<file path="config.mk">
export PLATFORM = sky130hd
export DESIGN_NAME = calc_cmd_sequencer
export DESIGN_NICKNAME = d
export VERILOG_FILES = /design/src/rtl/calc_cmd_sequencer.sv
export SDC_FILE = /design/constraint.sdc
export NUM_CORES = 1
export LEC_CHECK = 0
export ABC_AREA = 1
export BUFFER_PORTS_ARGS = -buffer_cell sky130_fd_sc_hd__buf_2
export CAP_MARGIN = 20
export CELL_PAD_IN_SITES_DETAIL_PLACEMENT = 0
export CELL_PAD_IN_SITES_GLOBAL_PLACEMENT = 1
export CORE_UTILIZATION = 40
export CTS_CLUSTER_DIAMETER = 30
export CTS_CLUSTER_SIZE = 16
export DETAILED_ROUTE_END_ITERATION = 12
export PLACE_DENSITY = 0.73
export RECOVER_POWER = 25
export SETUP_SLACK_MARGIN = 0.4
export SYNTH_ARGS = -nofsm -noshare
export SYNTH_HDL_FRONTEND = slang
export SYNTH_SLANG_ARGS = --single-unit
</file>
<file path="constraint.sdc">
create_clock -name clock -period 1.75 [get_ports clock]
set_input_delay 0.0875 -clock clock [delete_from_list [all_inputs] [get_ports clock]]
set_output_delay 0.0875 -clock clock [all_outputs]
set_load 0.01 [all_outputs]
</file>
<file path="src/rtl/calc_cmd_sequencer.sv">
// Paces buffered keypad codes into the calculator core: one command per ready window,
// waiting for the core to acknowledge and finish before issuing the next. Latches core errors.
module calc_cmd_sequencer #(
    parameter int unsigned DEPTH       = 4,
    parameter int unsigned ACK_TIMEOUT = 4,
    parameter logic [3:0]  IDLE_CMD    = 4'hD
) (
    input  logic                         clock,
    input  logic                         reset,
    input  logic                         key_valid,
    input  logic [3:0]                   key_code,
    output logic                         key_ready,
    input  logic [1:0]                   calc_status,
    output logic [3:0]                   calc_cmd,
    output logic                         busy,
    output logic                         error,
    output logic [$clog2(DEPTH+1)-1:0]   fifo_count,
    input  logic                         err_clear
);

    localparam int unsigned PTR_W = $clog2(DEPTH);
    localparam int unsigned CNT_W = $clog2(DEPTH + 1);
    localparam int unsigned TMR_W = $clog2(ACK_TIMEOUT + 1);

    localparam logic [1:0] STAT_ERROR = 2'b00;
    localparam logic [1:0] STAT_BUSY  = 2'b01;
    localparam logic [1:0] STAT_READY = 2'b10;
    localparam logic [1:0] STAT_PRINT = 2'b11;

    typedef enum logic [2:0] {
        S_IDLE,
        S_ISSUE,
        S_WAIT_ACK,
        S_WAIT_DONE,
        S_ERROR
    } state_e;

    state_e             state_q, state_d;
    logic [3:0]         mem_q [DEPTH];
    logic [PTR_W-1:0]   wr_ptr_q, wr_ptr_d;
    logic [PTR_W-1:0]   rd_ptr_q, rd_ptr_d;
    logic [CNT_W-1:0]   count_q, count_d;
    logic [TMR_W-1:0]   timer_q, timer_d;
    logic [3:0]         cmd_q, cmd_d;
    logic               busy_q, busy_d;
    logic               error_q, error_d;
    logic               full, empty, push, pop, flush;

    assign full      = (count_q == CNT_W'(DEPTH));
    assign empty     = (count_q == '0);
    assign key_ready = !full && (state_q != S_ERROR);
    assign push      = key_valid && key_ready;

    // NOTE: every always_comb output gets a default first so no path can infer a latch.
    always_comb begin
        state_d = state_q;
        timer_d = timer_q;
        cmd_d   = IDLE_CMD;
        pop     = 1'b0;
        flush   = 1'b0;
        if (state_q != S_ERROR && calc_status == STAT_ERROR) begin
            state_d = S_ERROR;
            flush   = 1'b1;
        end else begin
            case (state_q)
                S_IDLE: begin
                    if (!empty && calc_status == STAT_READY) begin
                        pop     = 1'b1;
                        cmd_d   = mem_q[rd_ptr_q];
                        state_d = S_ISSUE;
                    end
                end
                S_ISSUE: begin
                    timer_d = '0;
                    state_d = S_WAIT_ACK;
                end
                S_WAIT_ACK: begin
                    // A core that never leaves READY consumed the command silently (e.g. an operator).
                    if (calc_status == STAT_BUSY || calc_status == STAT_PRINT) begin
                        state_d = S_WAIT_DONE;
                    end else if (timer_q == TMR_W'(ACK_TIMEOUT - 1)) begin
                        state_d = S_IDLE;
                    end else begin
                        timer_d = timer_q + 1'b1;
                    end
                end
                S_WAIT_DONE: begin
                    if (calc_status == STAT_READY) state_d = S_IDLE;
                end
                S_ERROR: begin
                    if (err_clear) state_d = S_IDLE;
                end
                default: state_d = S_IDLE;
            endcase
        end
    end

    assign busy_d  = (state_d == S_ISSUE) || (state_d == S_WAIT_ACK) || (state_d == S_WAIT_DONE);
    assign error_d = (state_d == S_ERROR);

    always_comb begin
        wr_ptr_d = wr_ptr_q;
        rd_ptr_d = rd_ptr_q;
        count_d  = count_q;
        if (flush) begin
            wr_ptr_d = '0;
            rd_ptr_d = '0;
            count_d  = '0;
        end else begin
            if (push) wr_ptr_d = wr_ptr_q + 1'b1;
            if (pop)  rd_ptr_d = rd_ptr_q + 1'b1;
            case ({push, pop})
                2'b10:   count_d = count_q + 1'b1;
                2'b01:   count_d = count_q - 1'b1;
                default: count_d = count_q;
            endcase
        end
    end

    // NOTE: sequential state uses non-blocking assignments so all registers update together.
    always_ff @(posedge clock or posedge reset) begin
        if (reset) begin
            state_q  <= S_IDLE;
            wr_ptr_q <= '0;
            rd_ptr_q <= '0;
            count_q  <= '0;
            timer_q  <= '0;
            cmd_q    <= IDLE_CMD;
            busy_q   <= 1'b0;
            error_q  <= 1'b0;
        end else begin
            state_q  <= state_d;
            wr_ptr_q <= wr_ptr_d;
            rd_ptr_q <= rd_ptr_d;
            count_q  <= count_d;
            timer_q  <= timer_d;
            cmd_q    <= cmd_d;
            busy_q   <= busy_d;
            error_q  <= error_d;
        end
    end

    // NOTE: storage is not reset; the count and pointers alone decide which entries are valid.
    always_ff @(posedge clock) begin
        if (push && !flush) mem_q[wr_ptr_q] <= key_code;
    end

    assign calc_cmd   = cmd_q;
    assign busy       = busy_q;
    assign error      = error_q;
    assign fifo_count = count_q;

endmodule

</file>
# [Word-level counts from Yosys, hierarchy flattened]
# Memories as Yosys holds them, arrays and structs flattened.
# Cells that the tools add are included.
[totals] in_bits=10 ram_bits=16 register_bits=19 wordCells=77 out_inout_bits=10 memories=1
[memory_table] memory="mem_q" words=4 width=4 read_ports=1 rd_clocked_by_memory_dff=0 wr=1 line="39" rtl="logic [3:0] mem_q [DEPTH];"
[classes] reduce_logical=19 n_mux=25 n_addsub=5 bitwise=1 eq_ne=18
[ops] cell="3-bit 2-to-1 mux" count=9
[ops] cell="3-bit by 2-bit equality test with 1-bit output (second input constant)" count=5
[ops] cell="3-bit one-hot mux with 5 select lines" count=1
[ops] cell="4-bit 2-to-1 mux" count=3
[ops] cell="3-bit one-hot mux with 2 select lines" count=2
[ops] cell="3-bit equality test (second input constant)" count=3
[ops] cell="2-bit 2-to-1 mux" count=4
[ops] cell="3-bit by 1-bit adder with 3-bit output (second input constant)" count=2
[ops] cell="2-bit equality test (second input constant)" count=3
[ops] cell="3-bit by 1-bit equality test with 1-bit output (second input constant)" count=2
[ops] cell="3-bit zero test" count=2
[ops] cell="1-bit 2-to-1 mux" count=6
[ops] cell="2-bit nonzero test" count=3
[ops] cell="1-bit logical AND" count=5
[ops] cell="2-bit by 1-bit adder with 2-bit output (second input constant)" count=2
[ops] cell="2-bit by 1-bit equality test with 1-bit output (second input constant)" count=2
[ops] cell="2-bit inequality test (second input constant)" count=2
[ops] cell="4-bit AND reduction" count=1
[ops] cell="1-bit zero test" count=3
[ops] cell="1-bit logical OR" count=3
[ops] cell="3-bit inequality test (second input constant)" count=1
[ops] cell="3-bit nonzero test" count=1
[ops] cell="3-bit by 1-bit subtractor with 3-bit output (second input constant)" count=1
[ops] cell="2-bit zero test" count=1
[ops] cell="1-bit inverter" count=1

# [Logic depth before layout (Yosys ltp)]
# Gate-level depths: netlist of run 1.
[logic_depth] depth_word=9 ltp_mapped=13 mapped_depth_nobuf=13

# [Least setup slack after synthesis of run 1]
# Ideal clock, no wire load.
[synth_timing] kind="flip-flop to flip-flop" start="register count_q[0], in the netlist fifo_count[0]" end="register count_q[2], in the netlist fifo_count[2]" t_arrival_ps=1727 setup_ps=117 setup_slack_ps=-94 stages_incl_launch_ff=14 path_buffers=0 cell_sequence="dfrtp_1 > nor2_1 > nand2_1 > nand2_4 > nor2_8 > nand2_4 > inv_1 > fa_1 > xnor2_1 > inv_1 > nand2_1 > nand2_1 > nand3_1 > nand2_1"
[synth_between] elab_chain_cells=9 word_cells_on_any_way=17 classes_between="add/sub: 2; eq/ne: 3; mux: 5; reduce/logical: 7"
[synth_lines] element="from (decl)" line="42" rtl="logic [CNT_W-1:0] count_q, count_d;"
[synth_lines] element="from (signal assigned)" line="135" rtl="count_q <= count_d;"
[synth_lines] element="3-bit zero test" line="50" rtl="assign empty = (count_q == '0);"
[synth_lines] element="1-bit zero test" line="67" rtl="if (!empty && calc_status == STAT_READY) begin"
[synth_lines] element="1-bit logical AND" line="67"
[synth_lines] element="1-bit 2-to-1 mux" line="67"
[synth_lines] element="1-bit 2-to-1 mux" line="65" rtl="case (state_q)"
[synth_lines] element="1-bit 2-to-1 mux" line="61" rtl="if (state_q != S_ERROR && calc_status == STAT_ERROR) begin"
[synth_lines] element="2-bit by 1-bit equality test with 1-bit output or 2-bit equality test (tied branches)" line="112" rtl="case ({push, pop})"
[synth_lines] element="3-bit one-hot mux with 2 select lines" line="112"
[synth_lines] element="3-bit 2-to-1 mux" line="105" rtl="if (flush) begin"
# Several ways; a longest one is shown, not always the timed one.
# A chain may end at the register's enable or synchronous reset.

# [Worst setup path in the final report of run 1]
# Ends and elaborated chain as after synthesis.

==> run_results.csv, run 1 <==
group,metric,value,unit
pwr,vdd_drop_max,0.777,mV
synth,synthCells,158,
worst_setup_path,cp_cell_sequence,"nor2_4 -> nand2_2 -> nand2_4 -> nor2_8 -> nand2_4 -> inv_2 -> fa_2 -> xnor2_2 -> inv_1 -> nand2_1 -> nand2_1 -> nand3_2 -> nand2_1",
global_routing,antenna_found_initial,0,
placement,post-place-ws,-0.00741,ns
global_routing,grt_pass1_vias,1205,
global_routing,grt_max_degree,20,
die,initial_core_util,41.8,%
sta,skew,0.00532,ns
drt,viasPerCell,4.69,
die,dieWidth,66.7,µm
sta,rsz0062_at_grt,"yes",
drt,drc,0,
sta,setup_viol,0,
die,ios,20,
clock_network,cts_buffer_depth,2,
run,drv_cap,0,
die,design.core.area,4000,µm²
placement,dp_cells,233,
synth,async_flop_share,54.3,%
hold_path,min_path_type,"in -> reg",
placement,dp_hpwl,2300,µm
worst_setup_path,critPathTopFamily,"simple AND/OR/NAND/NOR gates",
worst_setup_path,critPathMaxFanout,3,
pwr,cellPowerDensity,1510,nW/µm²
clock_network,clock_latency,0.28,ns
drt,drtIter0Drc,37,
drt,ant_nets,0,
pwr,power.leakage,0.00103,µW
global_routing,grt_usage,17.9,%
final_layout,multi_input_area,764,µm²
synth,yosysSeqAreaShare,57.4,%
synth,synth_top_area_share,28.7,%
synth,syn-num-nets,175,
global_routing,grt_pass1_wl,5630,µm
clock_network,clk_pin_slew,0.07,ns
final_layout,area_growth,38.4,%
worst_setup_path,worst_path_max_delay_cell,"dfrtp_2",
global_routing,overflow,0,
drt,drt_pass1_iterations,6,
final_layout,fin_cells,255,
run_status,status,"finished clean",
synth,synth_top_family_by_area,"simple AND/OR/NAND/NOR gates",
drt,wirelength,3360,µm
worst_setup_path,arrival,1.91,ns
final_layout,layout-drive-gt1-share,47.3,%
synth,avgSynthCellArea,10.6,µm²
clock_network,cts_root_buf,"clkbuf_8",
sta,setup_ws,0.0185,ns
worst_setup_path,crit_type,"reg -> reg",
synth,synth-edff-count,16,
final_layout,fillerInstances,328,
clock_network,numCtsBuffers,5,
sta,max_freq,0.578,GHz
die,rows,23,
sta,max-slew-margin-rel,49.7,%
final_layout,mostFrequentLayoutCells,"inv_1, nand2_1, edfxtp_1",
final_layout,regArea,962,µm²
synth,synthAdderAreaFrac,5.68,%
sta,maxSlewViolCount,0,
sta,fin_crit_sh,98.9,%
worst_setup_path,start_kind,"register",
synth,synthSimpleGateAreaFrac,21.5,%
synth,synthFlopType,"edfxtp_1",
sta,worst_slew_pin_slew,0.753,ns
synth,synthXorXnorAreaFrac,0.524,%
synth,synth_area,1670,µm²
worst_setup_path,end_kind,"register",
sta,layout_min_cycle_time,1.73,ns
worst_setup_path,crit_buf_inv,2,
synth,ys_types,29,
clock_network,cts_sinks,35,
clock_network,cts_tree,"built",
worst_setup_path,max_stage_delay,0.42,ns
final_layout,n_antenna_cell,0,
worst_setup_path,cp_data_required_time,1.92,ns
die,fp.dieArea,4440,µm²
placement,port_buffers,19,
worst_setup_path,path_common_cell,"nand2_1",
die,die_h,66.7,µm
drt,via_count,1197,
final_layout,nNetsFinal,221,
synth,synth_mux_area_share,0,%
sta,hold_viol,0,
synth,yosys.area.top_type,"edfxtp_1",
drt,post_drt_wl_per_cell,13.2,µm
synth,synth_compound_area_share,8.08,%
clock_network,htreeDepth,2,
synth,yosys_warnings,0,
placement,gp_congestion,0.792,
synth,synth_seq_cells,35,
synth,synth_area_leaders,"edfxtp_1, dfrtp_1, nand2_1",
-- metrics by stage --
step	TNS, ns	utilization [%]	area, µm²	power, µW	hold WS, ns
final	0	57.9	2320	3500	0.0613
after floorplan	0	-	1720	2060	0.0363
after CTS	-0.00655	56.0	2240	3390	0.00499
after global routing	-0.0745	57.9	2320	3760	0.0640
after global placement	0	48.1	1930	2360	0.244
after detailed placement	-0.00741	48.1	1930	2420	0.256
-- logic make-up after synthesis --
family,Yosys count
DFF,35
xor gates and xnor gates,1
and+or+nand+nor,63
adders and majority gates,7
AOI/OAI and AO/OA,24
buffers and inverters,28
-- area by class of cell --
class | count | share of cell area (%)
Sequential cell | 35 | 41.5
Tap cell | 50 | 2.70
Inverter | 26 | 4.48
Multi-Input combinational cell | 95 | 33.0
Clock buffer | 6 | 3.13
Clock inverter | 2 | 1.62
Timing Repair Buffer | 41 | 13.5
-- final timing paths --
kind | from | slack (ns) | end | depth (start not counted)
setup / recovery | fifo_count[0] | 0.02 | fifo_count[2] | 13
hold / removal | key_code[0] | 0.06 | mem_q[1][0] | 1
setup reg to reg | fifo_count[0] | 0.02 | fifo_count[2] | 13
hold reg to reg | timer_q[0] | 0.49 | timer_q[0] | 1
max in group asynchronous | reset | 0.75 | fifo_count[0] | 3
min in group asynchronous | reset | 0.47 | timer_q[2] | 3
-- where the power goes --
group	internal (µW)	switching (µW)
combinational	672	897
clock	424	280
sequential	1080	150
total	2180	1330
-- worst register-to-register path, stage by stage, from the launching register on --
cell     delay [ns]
dfrtp_2        0.42
nor2_4         0.11
nand2_2        0.08
nand2_4        0.08
nor2_8         0.04
nand2_4        0.07
inv_2          0.04
fa_2           0.34
xnor2_2        0.16
inv_1          0.06
nand2_1        0.06
nand2_1        0.06
nand3_2        0.06
nand2_1        0.04
-- cell usage after synthesis (all sizes together), types with 2 or more instances --
| cell type | n |
|---|---|
| nand2 | 34 |
| inv | 25 |
| nor2 | 18 |
| o21ai | 17 |
| dfrtp | 16 |
| edfxtp | 16 |
| nand3 | 9 |
| ha | 6 |
| dfstp | 3 |
| o221ai | 3 |
| a21oi | 2 |
| buf | 2 |
-- layer usage --
layer  up-vias  track usage, %  share of wire, %
met5         -               0                 0
li1        609               -                 -
met1       564            20.3                41
met4         0            5.59               1.4
met2        18            30.9                53
met3         6            6.68               4.7
-- sequential cells by signal, indices dropped and copies added (netlist names) --
name and count:
fifo_count 3, mem_q 16, rd_ptr_q 2, timer_q 3, wr_ptr_q 2, calc_cmd 4, busy 1, state_q 3
error 1
-- timing repair --
action	in CTS	in global routing
buffers inserted	9	3
pin swaps	9	5
endpoints found under the setup margin	24	33
hold endpoints to repair	18	0
resized for setup	31	20
hold buffers	2	0
(Power assumes the default switching activity.)
==> run 2, diff against run 1 <==
--- a/config.mk
+++ b/config.mk
@@ -6,10 +6,11 @@
 export NUM_CORES = 1
 export LEC_CHECK = 0
 export ABC_AREA = 1
-export BUFFER_PORTS_ARGS = -buffer_cell sky130_fd_sc_hd__buf_2
+export BUFFER_PORTS_ARGS = -buffer_cell sky130_fd_sc_hd__buf_4
 export CAP_MARGIN = 20
 export CELL_PAD_IN_SITES_DETAIL_PLACEMENT = 0
 export CELL_PAD_IN_SITES_GLOBAL_PLACEMENT = 1
+export CORE_MARGIN = 2
 export CORE_UTILIZATION = 40
 export CTS_CLUSTER_DIAMETER = 30
 export CTS_CLUSTER_SIZE = 16
==> run 2 against run 1 <==
Against the previous run:
- sequential share of layout area is 0.18 points higher
- first-iteration DRC count grew 57%
- clock skew about the same
- die area increased by 6.1%
- clock power fell by 15%
- critical path type unchanged
- critical endpoint unchanged
==> run_results.csv, run 2 (synthesis results as in run 1) <==
group,metric,value,unit
clock_network,cts_root_buf,"clkbuf_8",
global_routing,grt_max_degree,20,
pwr,cellPowerDensity,1430,nW/µm²
worst_setup_path,start_kind,"register",
worst_setup_path,critPathMaxFanout,2,
clock_network,numCtsBuffers,5,
worst_setup_path,cp_cell_sequence,"nor2_4 -> nand2_2 -> nand2_4 -> nor2_8 -> nand2_4 -> inv_2 -> fa_2 -> xnor2_2 -> inv_1 -> nand2_1 -> nand2_1 -> nand3_2 -> nand2_1",
die,fp.dieArea,4720,µm²
sta,hold_ws,0.170,ns
placement,dp_hpwl,2330,µm
sta,fin_crit_sh,99.5,%
drt,wl_met1,1410,µm
drt,wl_met2,1710,µm
drt,ant_nets,0,
die,design.core.area,4000,µm²
sta,maxSlewViolCount,0,
final_layout,largest_reg_flops,16,
drt,route.met3.wl,136,µm
drt,viasPerCell,4.76,
die,ios,20,
final_layout,fin_area,2310,µm²
placement,dp_cells,233,
sta,max-slew-margin-rel,48.9,%
hold_path,min_path_type,"in -> reg",
clock_network,cts_tree,"built",
pwr,vdd_drop_max,0.654,mV
drt,post_drt_wl_per_cell,12.9,µm
final_layout,layout-drive-gt1-share,42.3,%
placement,gp_congestion,0.735,
global_routing,grt_pass1_wl,5400,µm
drt,drt_pass1_iterations,4,
drt,wirelength,3320,µm
die,rows,23,
final_layout,mostFrequentLayoutCell,"buf_4",
die,initial_core_util,41.8,%
worst_setup_path,path_common_cell,"nand2_1",
die,dieWidth,68.7,µm
global_routing,antenna_found_initial,0,
clock_network,clk_pin_slew,0.07,ns
sta,setup_viol,0,
worst_setup_path,max_stage_delay,0.41,ns
drt,drtIter0Drc,58,
global_routing,grt_pass1_vias,1176,
final_layout,top_register,"mem_q",
worst_setup_path,reg2reg_slack,0.008,ns
sta,setup_ws,0.00804,ns
worst_setup_path,crit_type,"reg -> reg",
global_routing,overflow,0,
sta,skew,0.00501,ns
pwr,power.leakage,0.00103,µW
final_layout,area_growth,37.8,%
sta,layout_min_cycle_time,1.74,ns
sta,hold_viol,0,
sta,rsz0062_at_grt,"yes",
worst_setup_path,end_kind,"register",
final_layout,n_antenna_cell,0,
run,drv_cap,0,
sta,worst_slew_pin_slew,0.765,ns
global_routing,grt_usage,16.1,%
worst_setup_path,arrival,1.93,ns
clock_network,cts_sinks,35,
final_layout,nNetsFinal,224,
final_layout,mostFrequentLayoutCells,"buf_4, nand2_1, inv_1",
clock_network,htreeDepth,2,
run_status,status,"finished clean",
die,die_h,68.7,µm
drt,via_count,1227,
drt,dr.max_layer_used,"met4",
clock_network,clock_latency,0.29,ns
placement,placed_area,1970,µm²
sta,max_freq,0.574,GHz
worst_setup_path,worst_path_max_delay_cell,"dfrtp_1",
worst_setup_path,cp_data_required_time,1.94,ns
final_layout,fin_cells,258,
placement,port_buffers,19,
clock_network,cts_buffer_depth,2,
drt,drc,0,
placement,post-place-ws,-0.0126,ns
[run 2: cell types whose count changed in the layout (fill, tap and decap cells not counted), moves of 3 or more]
cell | before | now
buf_4 | 11 | 25
nand2_1 | 17 | 22
buf_2 | 11 | 0
dlygate4sd3_1 | 2 | 6
nand2_4 | 9 | 6
buf_6 | 7 | 3
[run 2: cell type report]
class	instances	area [µm²]
clock buffers	5	68.8
multi-input cells	95	719
repair buffers	44	363
fillers	348	1690
well taps	50	62.6
flip-flops and latches	35	962
inverters	26	106
clock inverters	3	23.8
[run 2: through the flow]
stage | utilization, % | TNS [ns] | power, µW
finish | 57.6 | 0 | 3310
global route | 57.6 | -0.0724 | 3560
CTS | 55.1 | 0 | 3220
detailed placement | 49.3 | -0.0126 | 2470
global placement | 49.3 | 0 | 2420
floorplan | - | 0 | 2060
[run 2: worst max-delay path: cells and delay by family (launching register included)]
family / cells / cell delay (ns)
DFF: 1 / 0.41
buffers and inverters: 2 / 0.10
and+or+nand+nor: 9 / 0.59
adders and majority gates: 1 / 0.37
xor gates and xnor gates: 1 / 0.18
[run 2: report_power, final]
group          leakage [µW]  internal, µW  switching (µW)  total, µW
registers          0.000383          1080             153       1230
clock network     0.0000408           284             315        599
logic              0.000606           650             826       1480
total               0.00103          2010            1290       3310
[run 2: path summary, 6_finish.rpt]
kind	from	endpoint	depth (start not counted)
max	fifo_count[1]	fifo_count[2]	13
min	calc_status[0]	timer_q[2]	4
max reg2reg	fifo_count[1]	fifo_count[2]	13
min reg2reg	timer_q[0]	timer_q[0]	1
max in group asynchronous	reset	fifo_count[0]	3
min in group asynchronous	reset	timer_q[1]	3
[run 2: timing repair]
action	CTS	global route
setup buffers	5	6
pin swaps	4	12
hold endpoints to repair	34	0
hold buffers	6	0
gates resized for setup	7	25
endpoints found under the setup margin	23	33
[run 2: per-layer routing]
layer	vias up	global-route usage, %
met5	-	0
met2	23	26.1
met3	6	4.55
li1	612	-
met1	586	19.9
met4	0	7.50
